`config.mk`:
```
export PLATFORM = sky130hd
export DESIGN_NAME = dmem_access_ctrl
export DESIGN_NICKNAME = d
export VERILOG_FILES = /design/src/rtl/dmem_access_ctrl.sv
export SDC_FILE = /design/constraint.sdc
export NUM_CORES = 1
export LEC_CHECK = 0
export ABC_AREA = 1
export CAP_MARGIN = 20
export CORE_MARGIN = 2
export CORE_UTILIZATION = 42
export CTS_CLUSTER_DIAMETER = 120
export CTS_CLUSTER_SIZE = 20
export DETAILED_ROUTE_END_ITERATION = 8
export PLACE_DENSITY = 0.79
export RECOVER_POWER = 25
export SLEW_MARGIN = 20
export SYNTH_ARGS = -nofsm -noshare
export SYNTH_HDL_FRONTEND = slang
export SYNTH_SLANG_ARGS = --single-unit
```
`constraint.sdc`:
```
create_clock -name clk -period 1.9 [get_ports clk]
set_clock_uncertainty 0.2 [all_clocks]
set_input_delay 0.38 -clock clk [delete_from_list [all_inputs] [get_ports clk]]
set_output_delay 0.38 -clock clk [all_outputs]
set_load 0.005 [all_outputs]
```
`src/rtl/dmem_access_ctrl.sv`:
```
// dmem_access_ctrl: sequencer and arbiter for the single-port data memory.
// Two requesters share the memory: the MEM pipeline stage (CPU port) and the
// program/debug loader (LD port). Each access runs IDLE -> BUSY -> RESP -> IDLE.
// During BUSY the memory sees a fixed MEM_LAT-cycle strobe. If the loader is
// kept waiting for STARVE_MAX CPU grants in a row, it wins the next grant.
// Optional feature: define DMEM_ALIGN_CHECK_EN to reject misaligned word
// accesses. A rejected access skips the memory and raises acc_err.
module dmem_access_ctrl #(
  parameter int AW         = 32,
  parameter int DW         = 32,
  parameter int MEM_LAT    = 2,
  parameter int STARVE_MAX = 4
) (
  input  logic          clk,
  input  logic          rst_n,
  input  logic          cpu_memread,
  input  logic          cpu_memwrite,
  input  logic [AW-1:0] cpu_addr,
  input  logic [DW-1:0] cpu_wdata,
  output logic [DW-1:0] cpu_rdata,
  output logic          cpu_done,
  output logic          cpu_stall,
  input  logic          ld_req,
  input  logic          ld_we,
  input  logic [AW-1:0] ld_addr,
  input  logic [DW-1:0] ld_wdata,
  output logic [DW-1:0] ld_rdata,
  output logic          ld_ack,
  output logic [AW-1:0] mem_addr,
  output logic [DW-1:0] mem_wdata,
  output logic          mem_re,
  output logic          mem_we,
  input  logic [DW-1:0] mem_rdata,
  output logic          acc_err
);

  localparam logic [1:0] S_IDLE = 2'd0;
  localparam logic [1:0] S_BUSY = 2'd1;
  localparam logic [1:0] S_RESP = 2'd2;

  localparam int          SW       = $clog2(STARVE_MAX + 1);
  localparam logic [3:0]  CNT_INIT = 4'(MEM_LAT - 1);
  localparam logic [SW-1:0] STREAK_MAX = SW'(STARVE_MAX);

  logic [1:0]    state;
  logic [3:0]    cnt;
  logic [SW-1:0] streak;
  logic          owner_ld;   // 1: loader owns the current access
  logic          owner_we;   // 1: current access is a write
  logic          cpu_req;
  logic          grant_cpu;
  logic          grant_ld;
  logic [AW-1:0] gnt_addr;
  logic [DW-1:0] gnt_wdata;
  logic          gnt_we;

  assign cpu_req = cpu_memread | cpu_memwrite;

  // Arbitration: the CPU wins by default; the loader wins when the CPU is idle
  // or the loader has waited out STARVE_MAX CPU grants.
  // NOTE: every signal gets a default at the top of always_comb, so no path leaves it unassigned and no latch is inferred.
  always_comb begin
    grant_cpu = 1'b0;
    grant_ld  = 1'b0;
    if (state == S_IDLE) begin
      grant_ld  = ld_req & (~cpu_req | (streak == STREAK_MAX));
      grant_cpu = cpu_req & ~grant_ld;
    end
    gnt_addr  = grant_ld ? ld_addr  : cpu_addr;
    gnt_wdata = grant_ld ? ld_wdata : cpu_wdata;
    gnt_we    = grant_ld ? ld_we    : cpu_memwrite;  // read+write together counts as a write
  end

`ifdef DMEM_ALIGN_CHECK_EN
  logic err_q;
  logic misaligned;
  assign misaligned = (gnt_addr[1:0] != 2'b00);
  assign acc_err    = (state == S_RESP) & err_q;
`else
  assign acc_err = 1'b0;
`endif

  // Access sequencer: latches the granted request, counts the memory cycles,
  // and captures the read data on the last BUSY cycle.
  // NOTE: all state registers use non-blocking assignments, so every register updates from the values present before the clock edge.
  // NOTE: the async reset clears every register, including the data latches, so no earlier access leaks onto a port after reset.
  always_ff @(posedge clk or negedge rst_n) begin
    if (!rst_n) begin
      state     <= S_IDLE;
      cnt       <= '0;
      owner_ld  <= 1'b0;
      owner_we  <= 1'b0;
      mem_addr  <= '0;
      mem_wdata <= '0;
      cpu_rdata <= '0;
      ld_rdata  <= '0;
`ifdef DMEM_ALIGN_CHECK_EN
      err_q     <= 1'b0;
`endif
    end else begin
      case (state)
        S_IDLE: begin
          if (grant_cpu | grant_ld) begin
            mem_addr  <= gnt_addr;
            mem_wdata <= gnt_wdata;
            owner_ld  <= grant_ld;
            owner_we  <= gnt_we;
            cnt       <= CNT_INIT;
`ifdef DMEM_ALIGN_CHECK_EN
            err_q <= misaligned;
            if (misaligned) begin
              state <= S_RESP;
              if (grant_ld) ld_rdata  <= '0;
              else          cpu_rdata <= '0;
            end else begin
              state <= S_BUSY;
            end
`else
            state <= S_BUSY;
`endif
          end
        end
        S_BUSY: begin
          if (cnt == 4'd0) begin
            state <= S_RESP;
            if (owner_ld) ld_rdata  <= owner_we ? '0 : mem_rdata;
            else          cpu_rdata <= owner_we ? '0 : mem_rdata;
          end else begin
            cnt <= cnt - 4'd1;
          end
        end
        S_RESP:  state <= S_IDLE;
        default: state <= S_IDLE;
      endcase
    end
  end

  // Starvation streak: counts CPU grants taken while the loader was waiting.
  always_ff @(posedge clk or negedge rst_n) begin
    if (!rst_n) begin
      streak <= '0;
    end else if (!ld_req || grant_ld) begin
      streak <= '0;
    end else if (grant_cpu && streak != STREAK_MAX) begin
      streak <= streak + SW'(1);
    end
  end

  // Memory strobes and completion pulses are decoded from the registered state.
  always_comb begin
    mem_re    = (state == S_BUSY) & ~owner_we;
    mem_we    = (state == S_BUSY) &  owner_we;
    cpu_done  = (state == S_RESP) & ~owner_ld;
    ld_ack    = (state == S_RESP) &  owner_ld;
    cpu_stall = cpu_req & ~cpu_done;
  end

endmodule

```
==> flow_results.org <==
** Yosys
- Yosys warning total :: 0
- In this run the biggest area consumer among cell types represents between 50% and 60% of the synthesized area.
- Number of synthesized flops with an enable pin :: 0
- Synthesized-area fraction occupied by ao, oa, aoi and oai cells :: between 5 and 6%
- Simple-gate share of the synthesized area :: about 30%
- Sequential-to-total area share from yosys stat :: between 50% and 60%
- Multiplexer cells account for 0% of the synthesized area.
- Dominant combinational cell family by area after synthesis :: simple AND/OR/NAND/NOR gates
- Syn Nets :: between 1000 and 1500
- Of the total synthesized cell area, the portion taken by full adders, half adders and majority gates is 0.7543%.
- The biggest area contributor in the post-synthesis netlist is sky130_fd_sc_hd__dfrtp_1.
- Synth unique cells :: 21
- The cell count after synthesis came out at ~900.
- Summing the areas of all xor and xnor instances in the mapped netlist gives 0% of the synthesized area.
- Post-synth top flop :: sky130_fd_sc_hd__dfrtp_1
- Summing every instance area after synthesis gives about 6600 µm².
- Proportion of register bits with asynchronous set or reset after synthesis :: 100.0%
- Yosys attributes the largest share of cell area to sky130_fd_sc_hd__dfrtp_1, sky130_fd_sc_hd__nand2_1, sky130_fd_sc_hd__nand3_1.
- Averaged over all synthesized cells, the footprint is roughly 7.6 µm².
- Count of state elements after synthesis :: approximately 140

** Global routing
- Global routing finished with a remaining overflow of 0.
- The first global-routing pass estimated around 31 mm of wire.
- Initial antenna violation count :: 0
- Via count of the first global-routing pass :: 6229
- Maximum number of pins on one net before global-route repair :: 67
- Global routing used about a quarter of the available tracks across all layers.

** Cells and area
- After routing the design area is ~11000 µm².
- Net count, final :: around 1300
- Leaving out fill and tap cells, the most frequent cells in the layout are sky130_fd_sc_hd__nand2_1, sky130_fd_sc_hd__clkdlybuf4s50_1, sky130_fd_sc_hd__inv_1, sky130_fd_sc_hd__dfrtp_1, sky130_fd_sc_hd__nand3_1.
- The repair_antennas step left the layout with diodes totalling 0.
- The library cell used most frequently in the layout, excluding fill and tap cells, is sky130_fd_sc_hd__nand2_1.
- Final Util :: a little over two thirds
- The post-route netlist has 7.647% of its cells at a drive strength greater than 1.
- Final standard cell count with taps included and fillers excluded :: 1401
- From synthesis to final layout, the design area changed by 61.57%.

** Clock tree
- Worst-path clk slew :: 60 ps
- The H-tree was split into 4 levels.
- Latest clock arrival within the worst-skew pair :: between 400 and 500 ps
- In this run, CTS created clock tree buffers numbering 17.
- Clock root buffer master :: sky130_fd_sc_hd__clkbuf_16
- The longest clock path from root to sink contains 2 buffers.
- TritonCTS built the clock tree.
- Number of clock sinks :: 139

** Floorplanning
- Placeable core region :: 15310 µm²
- I/O pin cnt :: 300
- The die covers roughly 17000 µm².
- The initial utilization of the core area, before any placement, comes to 43.33%.
- The die is ~130 µm wide.
- After floorplanning, the core was divided into between 40 and 50 placement rows.
- Die Ht :: roughly 130 µm

** Critical path
- The startpoint identified for the worst register-to-register timing path is state[1].
- On the critical path, the stage with the largest delay is an instance of sky130_fd_sc_hd__dfrtp_1.
- The setup check on the worst reg-to-reg path leaves a slack of 100 ps.
- STA puts the critical path data arrival time at roughly 1300 ps.
- Data on the critical path is required at its endpoint by 1320 ps.
- Cell breakdown of the critical path :: inv_2 > buf_4 > nor2_4 > inv_2 > nor2_2 > buf_2
- Tracing the worst setup path back leads to its startpoint at state[0].
- STA classifies the critical path endpoint as a primary output.
- In this design, the critical path's most frequently occurring cell is sky130_fd_sc_hd__inv_2.
- Measured in cells, the most critical reg-to-reg path has a length of 9.
- Worst Path Class, Setup :: reg -> out
- Largest delay contributor family on the critical path :: buffers and inverters
- The worst register-to-register path ends at mem_addr[19].
- Type of element launching the critical path :: flop
- Number of buffers and inverters on the critical path :: 4
- For this run, the slowest stage of the critical path takes between 300 and 400 ps.
- In this run the worst path has a maximum fanout of 3.

** Run status
- Result of the run :: completed

** Detailed routing
- The routed layout has 6575 vias.
- Vias per cell :: about 4.7
- In the final routed layout, each cell accounts on average for 13.90 µm.
- Number of design-rule violations left by the first detailed-router iteration :: 332
- Once detail routing completed, the nets flagged for antenna violations numbered 0.
- For this run, design rule violations remaining after detail routing come to 0.
- The first detailed-routing pass took 5 iterations.
- Total routed wirelength :: just under 20 mm

** STA
- Measured against its own limit, the worst slew margin works out to 26.31%.
- Number of pins with negative max-slew slack in the final report :: 0
- Setup violations remaining at the end of the flow were counted as 0.
- After layout, the worst setup slack is approximately 12 ps.
- Final worst-path cycle share :: between 90 and 100%
- Crit path time final :: 1888 ps
- Unrepaired setup endpoints after global routing :: true
- Fmax :: ~0.53 GHz
- Worst-Margin Slew :: 1105 ps
- The count of final hold-check violations is 0.

** Worst hold path
- Class of the tightest hold or removal check :: reg -> reg
- The worst hold path begins at mem_addr[26].
- Number of cells traversed by the worst hold path :: 2
- The path with the worst hold slack has its endpoint at mem_addr[26].

** Pwr
- Maximum vdd drop :: ~0.69 mV
- Total Power :: between 15 and 20 mW
- Leak Pwr :: just over 6 nW
- For this design the ratio of total power to cell area is 1463 nW/µm².

** Placed design
- Timing analysis after detailed placement gives a worst setup slack of -369.4 ps.
- Quantity of I/O buffers inserted on ports :: around 300
- Post-DP Area :: between 9000 and 10000 µm²
- After legalization and detailed placement, the total HPWL measured roughly 14 mm.
- GPL Wtd Cong :: a little over 0.8
- After detailed placement, the design holds a cell count of 1357.

** Run
- The tool flagged a number of max-cap violations equal to 0.
flip-flops by register name, indices dropped and copies added, names as in the netlist:
| register | flops |
|---|---|
| owner_we | 1 |
| mem_addr | 32 |
| state | 2 |
| owner_ld | 1 |
| ld_rdata | 32 |
| streak | 3 |
| cpu_rdata | 32 |
| cnt | 4 |
| mem_wdata | 32 |
tightest hold or removal path, cell delays in order, from the launching register on:
cell and delay, ps:
sky130_fd_sc_hd__dfrtp_1 340, sky130_fd_sc_hd__nand2_1 50, sky130_fd_sc_hd__nand2_1 50
final cells by class:
cell class,count,area [µm²]
multi-input cells,540,2392
clock inverters,12,161.4
fillers,1230,4594
clock buffers,20,446.7
flip-flops and latches,139,3478
well taps,211,264.0
repair buffers,333,3430
inverters,146,548.0
routing by layer:
| metal | wire length [µm] | track usage (%) |
|---|---|---|
| met1 | 8107 | 29.95 |
| met3 | 1669 | 7.913 |
| met2 | 9426 | 38.25 |
| met5 | 0 | 0 |
| met4 | 269 | 6.705 |
cell usage after synthesis, types with 2 or more instances:
| cell | count |
|---|---|
| sky130_fd_sc_hd__buf_2 | 27 |
| sky130_fd_sc_hd__buf_4 | 6 |
| sky130_fd_sc_hd__clkbuf_1 | 17 |
| sky130_fd_sc_hd__dfrtp_1 | 139 |
| sky130_fd_sc_hd__ha_1 | 4 |
| sky130_fd_sc_hd__inv_1 | 139 |
| sky130_fd_sc_hd__inv_2 | 7 |
| sky130_fd_sc_hd__nand2_1 | 306 |
| sky130_fd_sc_hd__nand2_2 | 4 |
| sky130_fd_sc_hd__nand3_1 | 136 |
| sky130_fd_sc_hd__nor2_1 | 10 |
| sky130_fd_sc_hd__nor2_4 | 2 |
| sky130_fd_sc_hd__o21ai_0 | 3 |
| sky130_fd_sc_hd__o21ai_1 | 69 |
through the flow:
step                      TNS (ps)  hold slack, ps
after floorplan                  0          -115.6
after global routing        -690.0           293.8
after global placement      -12480           129.2
after CTS                   -252.9           245.2
final                            0           273.4
after detailed placement    -15270           127.8
power breakdown:
part / switching, mW / leakage [nW] / internal, mW / total (mW)
sequential: 0.744 / 1.72 / 4.38 / 5.12
clock: 1.30 / 0.288 / 2.12 / 3.42
combinational: 3.50 / 4.03 / 3.64 / 7.13
kinds of logic after synthesis:
| logic type | count (synthesis) |
|---|---|
| AOI/OAI and AO/OA | 74 |
| adders and majority gates | 4 |
| buffers and inverters | 197 |
| DFF | 139 |
| other | 1 |
| and+or+nand+nor | 461 |
timing repair:
item | CTS | global route
setup buffers | 2 | 9
gates resized for setup | 40 | 58
hold buffers | 1 | 0
pin swaps | 1 | 1
setup endpoints to repair | 32 | 102
endpoints found under the hold margin | 37 | 0
worst max-delay path by stage:
| stage | endpoint | slack, ps | depth (start not counted) |
|---|---|---|---|
| after floorplan | mem_addr[21] | 270 | 9 |
| after CTS | cpu_stall | -140 | 5 |
| after detailed placement | cpu_stall | -370 | 6 |
| after global placement | cpu_stall | -350 | 6 |
| final | mem_re | 10 | 6 |
| after global routing | mem_re | -70 | 6 |
(Power assumes the default switching activity.)
